===== config.mk =====
export PLATFORM = sky130hd
export DESIGN_NAME = alu_muldiv
export DESIGN_NICKNAME = d
export VERILOG_FILES = /design/src/rtl/alu_pkg.sv /design/src/rtl/alu_comb.sv /design/src/rtl/alu_muldiv.sv
export SDC_FILE = /design/constraint.sdc
export NUM_CORES = 2
export LEC_CHECK = 0
export CAP_MARGIN = 10
export CORE_ASPECT_RATIO = 2
export CORE_MARGIN = 8
export CORE_UTILIZATION = 46
export CTS_BUF_LIST = sky130_fd_sc_hd__clkbuf_2 sky130_fd_sc_hd__clkbuf_4 sky130_fd_sc_hd__clkbuf_8
export DETAILED_ROUTE_END_ITERATION = 8
export SLEW_MARGIN = 0
export SYNTH_ARGS = -nofsm -noshare
export SYNTH_HDL_FRONTEND = slang
export SYNTH_SLANG_ARGS = --single-unit

===== constraint.sdc =====
create_clock -name clk -period 11.55 [get_ports clk]
set_clock_uncertainty 0.05 [all_clocks]
set_input_delay 1.7325 -clock clk [delete_from_list [all_inputs] [get_ports clk]]
set_output_delay 1.7325 -clock clk [all_outputs]
set_load 0.05 [all_outputs]

===== src/rtl/alu_pkg.sv =====
// Shared opcode map, FSM state encoding and opcode-class helpers for the execute-stage ALU.
package alu_pkg;

  localparam logic [4:0] OP_ADD    = 5'd0;
  localparam logic [4:0] OP_SUB    = 5'd1;
  localparam logic [4:0] OP_SLL    = 5'd2;
  localparam logic [4:0] OP_SLT    = 5'd3;
  localparam logic [4:0] OP_SLTU   = 5'd4;
  localparam logic [4:0] OP_XOR    = 5'd5;
  localparam logic [4:0] OP_SRL    = 5'd6;
  localparam logic [4:0] OP_SRA    = 5'd7;
  localparam logic [4:0] OP_OR     = 5'd8;
  localparam logic [4:0] OP_AND    = 5'd9;
  localparam logic [4:0] OP_EQ     = 5'd10;
  localparam logic [4:0] OP_LTU    = 5'd11;
  localparam logic [4:0] OP_LT     = 5'd12;
  localparam logic [4:0] OP_PASSB  = 5'd13;
  localparam logic [4:0] OP_MUL    = 5'd14;
  localparam logic [4:0] OP_MULH   = 5'd15;
  localparam logic [4:0] OP_MULHSU = 5'd16;
  localparam logic [4:0] OP_MULHU  = 5'd17;
  localparam logic [4:0] OP_DIV    = 5'd18;
  localparam logic [4:0] OP_DIVU   = 5'd19;
  localparam logic [4:0] OP_REM    = 5'd20;
  localparam logic [4:0] OP_REMU   = 5'd21;

  typedef enum logic [1:0] {
    StIdle,
    StMul,
    StDiv
  } alu_state_e;

  function automatic logic is_mul(logic [4:0] op);
    return (op >= OP_MUL) && (op <= OP_MULHU);
  endfunction

  function automatic logic is_div(logic [4:0] op);
    return (op >= OP_DIV) && (op <= OP_REMU);
  endfunction

endpackage


===== src/rtl/alu_comb.sv =====
// Purely combinational single-cycle ALU ops; M-extension and undefined codes yield 0.
module alu_comb
  import alu_pkg::*;
#(
  parameter int unsigned DATA_WIDTH = 32
) (
  input  logic [DATA_WIDTH-1:0] a_i,
  input  logic [DATA_WIDTH-1:0] b_i,
  input  logic [4:0]            op_i,
  input  logic                  funct3b0_i,
  output logic [DATA_WIDTH-1:0] res_o
);

  localparam int unsigned ShW = $clog2(DATA_WIDTH);

  logic [ShW-1:0] shamt;
  logic           lt_s;
  logic           lt_u;
  logic           eq;

  assign shamt = b_i[ShW-1:0];
  assign lt_s  = $signed(a_i) < $signed(b_i);
  assign lt_u  = a_i < b_i;
  assign eq    = a_i == b_i;

  always_comb begin
    res_o = '0;
    case (op_i)
      OP_ADD:   res_o = a_i + b_i;
      OP_SUB:   res_o = a_i - b_i;
      OP_SLL:   res_o = a_i << shamt;
      OP_SLT:   res_o[0] = lt_s;
      OP_SLTU:  res_o[0] = lt_u;
      OP_XOR:   res_o = a_i ^ b_i;
      OP_SRL:   res_o = a_i >> shamt;
      OP_SRA:   res_o = DATA_WIDTH'($signed(a_i) >>> shamt);
      OP_OR:    res_o = a_i | b_i;
      OP_AND:   res_o = a_i & b_i;
      OP_EQ:    res_o[0] = eq ^ funct3b0_i;
      OP_LTU:   res_o[0] = lt_u ^ funct3b0_i;
      OP_LT:    res_o[0] = lt_s ^ funct3b0_i;
      OP_PASSB: res_o = b_i;
      default:  res_o = '0;
    endcase
  end

endmodule


===== src/rtl/alu_muldiv.sv =====
// Execute-stage ALU: registered single-cycle ops plus iterative shift-add multiply and
// restoring divide; in_ready drops while a multi-cycle op is in flight.
module alu_muldiv
  import alu_pkg::*;
#(
  parameter int unsigned DATA_WIDTH = 32,
  parameter int unsigned MUL_UNROLL = 1,
  parameter int unsigned MULDIV_EN  = 1
) (
  input  logic                  clk,
  input  logic                  rst,
  input  logic                  in_valid,
  output logic                  in_ready,
  input  logic [DATA_WIDTH-1:0] a,
  input  logic [DATA_WIDTH-1:0] b,
  input  logic [4:0]            alu_controls,
  input  logic                  funct3b0,
  input  logic                  flush,
  output logic                  out_valid,
  output logic [DATA_WIDTH-1:0] res,
  output logic                  busy
);

  localparam int unsigned W    = DATA_WIDTH;
  localparam int unsigned CntW = $clog2(DATA_WIDTH) + 1;
  localparam logic [CntW-1:0] MulLast = CntW'(DATA_WIDTH / MUL_UNROLL - 1);
  localparam logic [CntW-1:0] DivLast = CntW'(DATA_WIDTH - 1);
  localparam logic [W-1:0]    MinVal  = {1'b1, {(W-1){1'b0}}};

  alu_state_e     state_q, state_d;
  logic [W-1:0]   res_q, res_d;
  logic           out_valid_q, out_valid_d;
  logic [CntW-1:0] cnt_q, cnt_d;
  logic [2*W-1:0] acc_q, acc_d;
  logic [2*W-1:0] mcand_q, mcand_d;
  logic [W-1:0]   mplier_q, mplier_d;
  logic [W-1:0]   rem_q, rem_d;
  logic [W-1:0]   quo_q, quo_d;
  logic [W-1:0]   dvsr_q, dvsr_d;
  logic           neg_q, neg_d;
  logic           sel_q, sel_d;  // MUL: take high half; DIV: take remainder

  logic [W-1:0]   comb_res;

  alu_comb #(
    .DATA_WIDTH(DATA_WIDTH)
  ) u_alu_comb (
    .a_i       (a),
    .b_i       (b),
    .op_i      (alu_controls),
    .funct3b0_i(funct3b0),
    .res_o     (comb_res)
  );

  // Operand conditioning at accept
  logic         a_sgn, b_sgn, sa, sb, op_rem, div_ovf;
  logic [W-1:0] mag_a, mag_b;

  always_comb begin
    a_sgn   = (alu_controls == OP_MULH) || (alu_controls == OP_MULHSU) ||
              (alu_controls == OP_DIV)  || (alu_controls == OP_REM);
    b_sgn   = (alu_controls == OP_MULH) || (alu_controls == OP_DIV) ||
              (alu_controls == OP_REM);
    sa      = a_sgn & a[W-1];
    sb      = b_sgn & b[W-1];
    mag_a   = sa ? -a : a;
    mag_b   = sb ? -b : b;
    op_rem  = (alu_controls == OP_REM) || (alu_controls == OP_REMU);
    div_ovf = ((alu_controls == OP_DIV) || (alu_controls == OP_REM)) &&
              (a == MinVal) && (b == '1);
  end

  // One iteration of each datapath; the last iteration's result feeds res directly
  logic [2*W-1:0] acc_n, mc, prod;
  logic [W-1:0]   mp;
  logic [W:0]     shifted;
  logic           ge;
  logic [W-1:0]   rem_n, quo_n, q_fin, r_fin;

  always_comb begin
    acc_n = acc_q;
    mc    = mcand_q;
    mp    = mplier_q;
    for (int i = 0; i < int'(MUL_UNROLL); i++) begin
      if (mp[0]) acc_n = acc_n + mc;
      mc = mc << 1;
      mp = mp >> 1;
    end
    prod = neg_q ? -acc_n : acc_n;

    shifted = {rem_q, quo_q[W-1]};
    ge      = shifted >= {1'b0, dvsr_q};
    rem_n   = ge ? (shifted[W-1:0] - dvsr_q) : shifted[W-1:0];
    quo_n   = {quo_q[W-2:0], ge};
    q_fin   = neg_q ? -quo_n : quo_n;
    r_fin   = neg_q ? -rem_n : rem_n;
  end

  always_comb begin
    state_d     = state_q;
    res_d       = res_q;
    out_valid_d = 1'b0;
    cnt_d       = cnt_q;
    acc_d       = acc_q;
    mcand_d     = mcand_q;
    mplier_d    = mplier_q;
    rem_d       = rem_q;
    quo_d       = quo_q;
    dvsr_d      = dvsr_q;
    neg_d       = neg_q;
    sel_d       = sel_q;

    case (state_q)
      StIdle: begin
        if (in_valid) begin
          if ((MULDIV_EN != 0) && is_mul(alu_controls)) begin
            acc_d    = '0;
            mcand_d  = {{W{1'b0}}, mag_a};
            mplier_d = mag_b;
            cnt_d    = '0;
            neg_d    = sa ^ sb;
            sel_d    = alu_controls != OP_MUL;
            state_d  = StMul;
          end else if ((MULDIV_EN != 0) && is_div(alu_controls)) begin
            if (b == '0) begin
              res_d       = op_rem ? a : '1;
              out_valid_d = 1'b1;
            end else if (div_ovf) begin
              res_d       = op_rem ? '0 : MinVal;
              out_valid_d = 1'b1;
            end else begin
              rem_d   = '0;
              quo_d   = mag_a;
              dvsr_d  = mag_b;
              cnt_d   = '0;
              neg_d   = op_rem ? sa : (sa ^ sb);
              sel_d   = op_rem;
              state_d = StDiv;
            end
          end else begin
            res_d       = comb_res;
            out_valid_d = 1'b1;
          end
        end
      end
      StMul: begin
        acc_d    = acc_n;
        mcand_d  = mc;
        mplier_d = mp;
        cnt_d    = cnt_q + 1'b1;
        if (cnt_q == MulLast) begin
          res_d       = sel_q ? prod[2*W-1:W] : prod[W-1:0];
          out_valid_d = 1'b1;
          state_d     = StIdle;
        end
      end
      StDiv: begin
        rem_d = rem_n;
        quo_d = quo_n;
        cnt_d = cnt_q + 1'b1;
        if (cnt_q == DivLast) begin
          res_d       = sel_q ? r_fin : q_fin;
          out_valid_d = 1'b1;
          state_d     = StIdle;
        end
      end
      default: state_d = StIdle;
    endcase

    // Abort wins over everything, including an accept in the same cycle
    if (flush) begin
      state_d     = StIdle;
      out_valid_d = 1'b0;
      res_d       = res_q;
    end
  end

  always_ff @(posedge clk or posedge rst) begin
    if (rst) begin
      state_q     <= StIdle;
      res_q       <= '0;
      out_valid_q <= 1'b0;
      cnt_q       <= '0;
      acc_q       <= '0;
      mcand_q     <= '0;
      mplier_q    <= '0;
      rem_q       <= '0;
      quo_q       <= '0;
      dvsr_q      <= '0;
      neg_q       <= 1'b0;
      sel_q       <= 1'b0;
    end else begin
      state_q     <= state_d;
      res_q       <= res_d;
      out_valid_q <= out_valid_d;
      cnt_q       <= cnt_d;
      acc_q       <= acc_d;
      mcand_q     <= mcand_d;
      mplier_q    <= mplier_d;
      rem_q       <= rem_d;
      quo_q       <= quo_d;
      dvsr_q      <= dvsr_d;
      neg_q       <= neg_d;
      sel_q       <= sel_d;
    end
  end

  assign in_ready  = (state_q == StIdle);
  assign busy      = (state_q == StMul) || (state_q == StDiv);
  assign out_valid = out_valid_q;
  assign res       = res_q;

endmodule


* Yosys cells after proc, flatten, opt, wreduce, memory -nomap -nowiden
Index checks and enable logic that the tools add are counted.
** Word-level totals
- Register bits after elaboration :: 299
- Input bits :: 74
- Output and inout bits :: 35
- Logic and storage cells :: 190
** Operators by class
- Magnitude comparators :: 7
- Bitwise operators :: 13
- Shift operators :: 3
- Mux-type cells :: 73
- Equal/unequal tests :: 44
- Reduce and logical (&&, ||, !) cells :: 28
- Add/subtract/negate cells :: 10
** Operator list (count)
- $mux 32 :: 28
- $mux 64 :: 6
- $pmux 31 s9 :: 1
- $pmux 64 s2 :: 2
- $pmux 32 s2 :: 3
- $neg 32->32 :: 4
- $pmux 32 s3 :: 1
- $add 64x64->64 :: 1
- $eq 32x32->1 const B :: 2
- $lt 32x32->1 :: 2
- $neg 64->64 :: 1
- $sub 32x32->32 :: 2
- $eq 5x4->1 const B :: 7
- $ge 33x32->1 :: 1
- $add 32x32->32 :: 1
- $and 32x32->32 :: 1
- $eq 32x32->1 :: 1
- $logic_not 32->1 :: 1
- $or 32x32->32 :: 1
- $shl 32x5->32 :: 1
- $shr 32x5->32 :: 1
- $sshr 32x5->32 :: 1
- $xor 32x32->32 :: 1
- $mux 6 :: 5
- other kinds (40) :: 103

* Longest topological paths before layout
- Depth in word-level cells :: 12
- Depth in mapped cells :: 26
- Depth with buffers taken out :: 22

* Cells and area by module
From an unflattened synthesis, not the netlist that was laid out.
** Second synthesis, totals
- Cell total of the unflattened synthesis :: 4783
- Area, all modules :: 35307.6 um^2
** Modules (own cells, without submodules)
- alu_muldiv :: sequential area each 7482.2 um^2, cells an instance 3469, area an instance 26446.6 um^2, times used 1
- alu_comb :: sequential area each 0.0 um^2, cells an instance 1314, area an instance 8861.0 um^2, times used 1

* Worst setup path after synthesis
Ideal clock, no wire load.
- Path kind :: input port to flip-flop
- Start point :: input port b[3]
- End point :: register res_q[0] (netlist: res[0])
- Arrival :: 5.998 ns
- Data required time :: 11.414 ns
- Setup time :: 0.086 ns
- Buffers on the path :: 3
- Stages :: 18
- Path slack :: 5.416 ns
- Path through :: clkbuf_1 -> inv_1 -> buf_1 -> buf_1 -> ha_1 -> nor3_1 -> a21oi_1 -> o21ai_0 -> o22ai_1 -> o21ai_0 -> a31oi_1 -> o41ai_1 -> a221oi_1 -> mux2i_1 -> mux2_2 -> nor3_1 -> nor3_1 -> nor3_1
** Between the ends
- Word-level cells in the longest chain between the ends :: 7
- Elaborated cells between the ends (all ways) :: 20
- Classes of those cells :: order compare: 2; eq/ne: 3; shift: 3; mux: 6; bitwise: 3; reduce/logical: 3
** Ends and longest elaborated chain
- start, declared :: RTL line alu_muldiv.sv:15 : input logic [DATA_WIDTH-1:0] b,
- $lt 32x32->1 (tied with other cells) :: RTL line alu_comb.sv:22 : assign lt_s = $signed(a_i) < $signed(b_i);
- $xor 1x1->1, on equally long branches :: RTL line alu_comb.sv:41, alu_comb.sv:39, alu_comb.sv:40
- $pmux 1 s14 :: RTL line alu_comb.sv:28 : case (op_i)
- $mux 32 :: RTL line alu_muldiv.sv:124 : end else if ((MULDIV_EN != 0) && is_div(alu_controls)) begin
- $mux 32 :: RTL line alu_muldiv.sv:116 : if ((MULDIV_EN != 0) && is_mul(alu_controls)) begin
- $mux 32 :: RTL line alu_muldiv.sv:115 : if (in_valid) begin
- $pmux 32 s3 :: RTL line alu_muldiv.sv:113 : case (state_q)
- end signal, assigned :: RTL line alu_muldiv.sv:194 : res_q <= res_d;
- end, declared :: RTL line alu_muldiv.sv:31 : logic [W-1:0] res_q, res_d;
Parallel ways exist; a longest one is shown, timed or not. The select of a mux whose other input is x is not followed.
A chain may end at the register's enable or synchronous reset.

* Worst setup path in the final report
- Start point :: input port alu_controls[0]
- End point :: register res_q[20] (netlist: res[20])
** Between the ends
- Word-level cells in the longest chain between the ends :: 8
- Elaborated cells between the ends (all ways) :: 32
- Classes of those cells :: order compare: 4; eq/ne: 13; mux: 7; reduce/logical: 8
** Ends and longest elaborated chain
- start, declared :: RTL line alu_muldiv.sv:16 : input logic [4:0] alu_controls,
- $eq 5x5->1, on equally long branches :: RTL line alu_muldiv.sv:68, alu_muldiv.sv:69
- $logic_or 1x1->1 :: RTL line alu_muldiv.sv:68 : op_rem = (alu_controls == OP_REM) || (alu_controls == OP_REMU);
- $mux 32 :: RTL line alu_muldiv.sv:126 : res_d = op_rem ? a : '1;
- $mux 32 :: RTL line alu_muldiv.sv:125 : if (b == '0) begin
- $mux 32 :: RTL line alu_muldiv.sv:124
- $mux 32 :: RTL line alu_muldiv.sv:116
- $mux 32 :: RTL line alu_muldiv.sv:115
- $pmux 32 s3 :: RTL line alu_muldiv.sv:113
Parallel ways exist; a longest one is shown, timed or not. The select of a mux whose other input is x is not followed.

==> out/qor.csv <==
metric,value,unit
status,finished clean,
Rel. slew slack,9.15,%
initial cell density of the core,46.2,%
GRT Util Overall,38.6,%
clock period minus final worst setup slack,7.47,ns
vias in the first global route,36000,
WP data required,12.02,ns
routed vias,39400,
CTS tree,yes,
register area share after synthesis,21.5,%
Yosys Warn Count,0,
Layout area overhead,8.15,%
"top cells by area, synth","dfrtp_1 (21%), ha_1 (7.3%), o21ai_0 (6.7%)",
Worst-Margin Slew,1.35,ns
clock latency on the worst-skew pair,0.70,ns
"most common cell after layout, fill and taps aside",nand2_1,
Root Buffer Master,clkbuf_8,
DP HPWL,133000,um
GRT overflow,0,
final wirelength,171000,um
Syn Inst Count,4802,
class of the worst hold path,register to register,
Die ar.,85400,um2
Fmax,134,MHz
Max Cap Violations,0,
Worst IR Drop VDD,0.156,mV
H-tree depth,2,
CTS Sinks,299,
critical path arrival,7.94,ns
"commonest non-fill, non-tap cells in the layout","nand2_1 (545), nor2_1 (496), o21ai_0 (466), a21oi_1 (411), dfrtp_1 (296)",
Die X,211,um
core footprint,75500,um2
DR vias/cell,6.85,
number of flops mapped to enable cells by yosys,0,
largest area contributor in the netlist,dfrtp_1,
Lkg Pwr,15.9,nW
CP endpoint kind,register,
DRT antenna net count,0,
GP Congestion,1.03,
Final Max Slew Viols,0,
#FFs+latches synth,299,
"Setup violations, final",0,
Final #Nets,4978,
I/O Pins,109,
drt pass-1 iters,6,
Synth Cell Area,34800,um2
Clock transition at path regs,0.07,ns
site row count,143,
IO buf count,108,
period utilization,64.7,%
unrepaired setup endpoints after global routing,no,
DP Cell Count,5661,
largest net degree at the start of global routing,113,
Synth cell types,104,
drt initial violations,5680,
post-route cell area,37700,um2
CTS Buffer Depth,3,
CP Launch Type,input pin,
Final Non-Filler Cells,5758,
Pwr per Cell Area,181,nW/um2
first-pass GRT wire length,248000,um
postcts setup bufs,0,
kind of critical path,input pin to register,
Crit Path Max Fanout,36,
DRC,0,
Post-DP Area,36600,um2
share of the synthesized area in the top cell type,21.5,%
share of cells above drive strength 1,6.29,%
post-CTS sizing,0,
setup TNS,0,ns
final core occ,49.9,%
TritonCTS buffer count,49,
"FFs w/ async S/R, synth",100,%
endpoints failing hold,0,
Mapped Avg Cell Area,7.26,um2
net count after synthesis,5083,
initial antenna violation count,7,
Most used DFF post-synth,dfrtp_1,
wire length per cell,29.7,um
hold_buf cts,0,
Die Span Y,405,um
==> registers in the layout, summed over array words and instances (netlist names), 6 cells and up <==
name / flops
rem_q: 32
acc_q: 64
quo_q: 32
res: 32
dvsr_q: 32
mplier_q: 32
cnt_q: 6
mcand_q: 64
==> synth_stat cells, types with 15 or more instances <==
library cell and instances:
a211oi_1 61, dfrtp_1 299, a31oi_1 68, nor4_1 35, o211ai_1 67, o22ai_1 35, and2_1 23, clkbuf_1 270
ha_1 203, nand2b_1 49, o31ai_1 53, o21bai_1 33, nand4_1 87, nor2b_1 28, a21boi_0 15, a221oi_1 52
nor2_1 501, o21ai_0 466, o2111ai_1 25, a22o_1 26, o221ai_1 23, a22oi_1 32, a21o_1 64, o41ai_1 15
buf_1 47, xnor2_1 123, mux2i_1 206, nor3_1 109, mux2_2 22, a21oi_1 414, inv_1 181, or4_1 20
buf_2 20, or3_1 48, nand3_1 120, o311ai_0 19, xor2_1 55, o21a_1 35, and3_1 32, nand2_1 546
and4_1 15, or2_2 22
==> per-stage QoR <==
| stage | worst slack, ns | power (mW) | hold slack (ns) |
|---|---|---|---|
| floorplan | 1.51 | 4.11 | 0.398 |
| CTS | 4.45 | 6.70 | 0.439 |
| finish | 4.08 | 6.83 | 0.440 |
| global placement | 3.86 | 5.55 | 0.416 |
| detailed placement | 3.77 | 5.58 | 0.421 |
| global route | 4.14 | 7.12 | 0.477 |
==> power by group <==
group | internal, mW | switching, mW | leakage (nW) | total (mW)
Clock | 0.596 | 0.504 | 0.594 | 1.10
Combinational | 1.26 | 2.81 | 11.4 | 4.07
Sequential | 1.30 | 0.352 | 3.85 | 1.65
==> per-layer routing <==
layer  up-vias  track usage (%)  share of wire (%)
met2      2468             57.1                 42
met4         2             27.1                8.6
met5         -                0             0.0082
met3       470             6.56                9.7
met1     19000             50.5                 39
li1      17500                -                  -
==> final timing paths <==
kind | slack [ns] | cells after the start | to | from
setup reg to reg | 5.03 | 18 | res[26] | rem_q[5]
setup / recovery | 4.08 | 13 | res[20] | alu_controls[0]
min in group asynchronous | 1.54 | 2 | acc_q[28] | rst
max in group asynchronous | 7.55 | 4 | mplier_q[11] | rst
hold / removal | 0.44 | 2 | mcand_q[63] | mcand_q[63]
hold reg to reg | 0.44 | 2 | mcand_q[63] | mcand_q[63]
==> cells by family after synthesis <==
group,after synthesis,synth area share [%]
multiplexers,242,7.53
buffers and inverters,527,5.78
AND/OR/NAND/NOR,1686,22.7
XOR/XNOR,178,4.47
AO/OA/AOI/OAI,1663,30.6
flip-flops,299,21.5
adder cells (fa/ha/maj),207,7.52
==> critical path, cell delays in order <==
cell and delay [ns]:
clkdlybuf4s50_1 0.86, inv_1 0.70, nand4_1 0.22, nor4_1 0.60
nand4_1 0.17, o211ai_1 0.70, o2bb2ai_4 0.36, buf_4 0.51
nand2_1 0.69, a21oi_1 0.39, o31ai_1 0.12, a221oi_1 0.67
a21oi_1 0.15
==> layout make-up <==
| type | instances | area (um2) |
|---|---|---|
| Antenna cell | 7 | 17.5 |
| Clock buffer | 76 | 952 |
| Clock inverter | 14 | 166 |
| Fill cell | 7629 | 37800 |
| Inverter | 187 | 712 |
| Multi-Input combinational cell | 3976 | 25500 |
| Sequential cell | 299 | 7490 |
| Tap cell | 1015 | 1270 |
| Timing Repair Buffer | 184 | 1630 |
(Power assumes the default switching activity.)
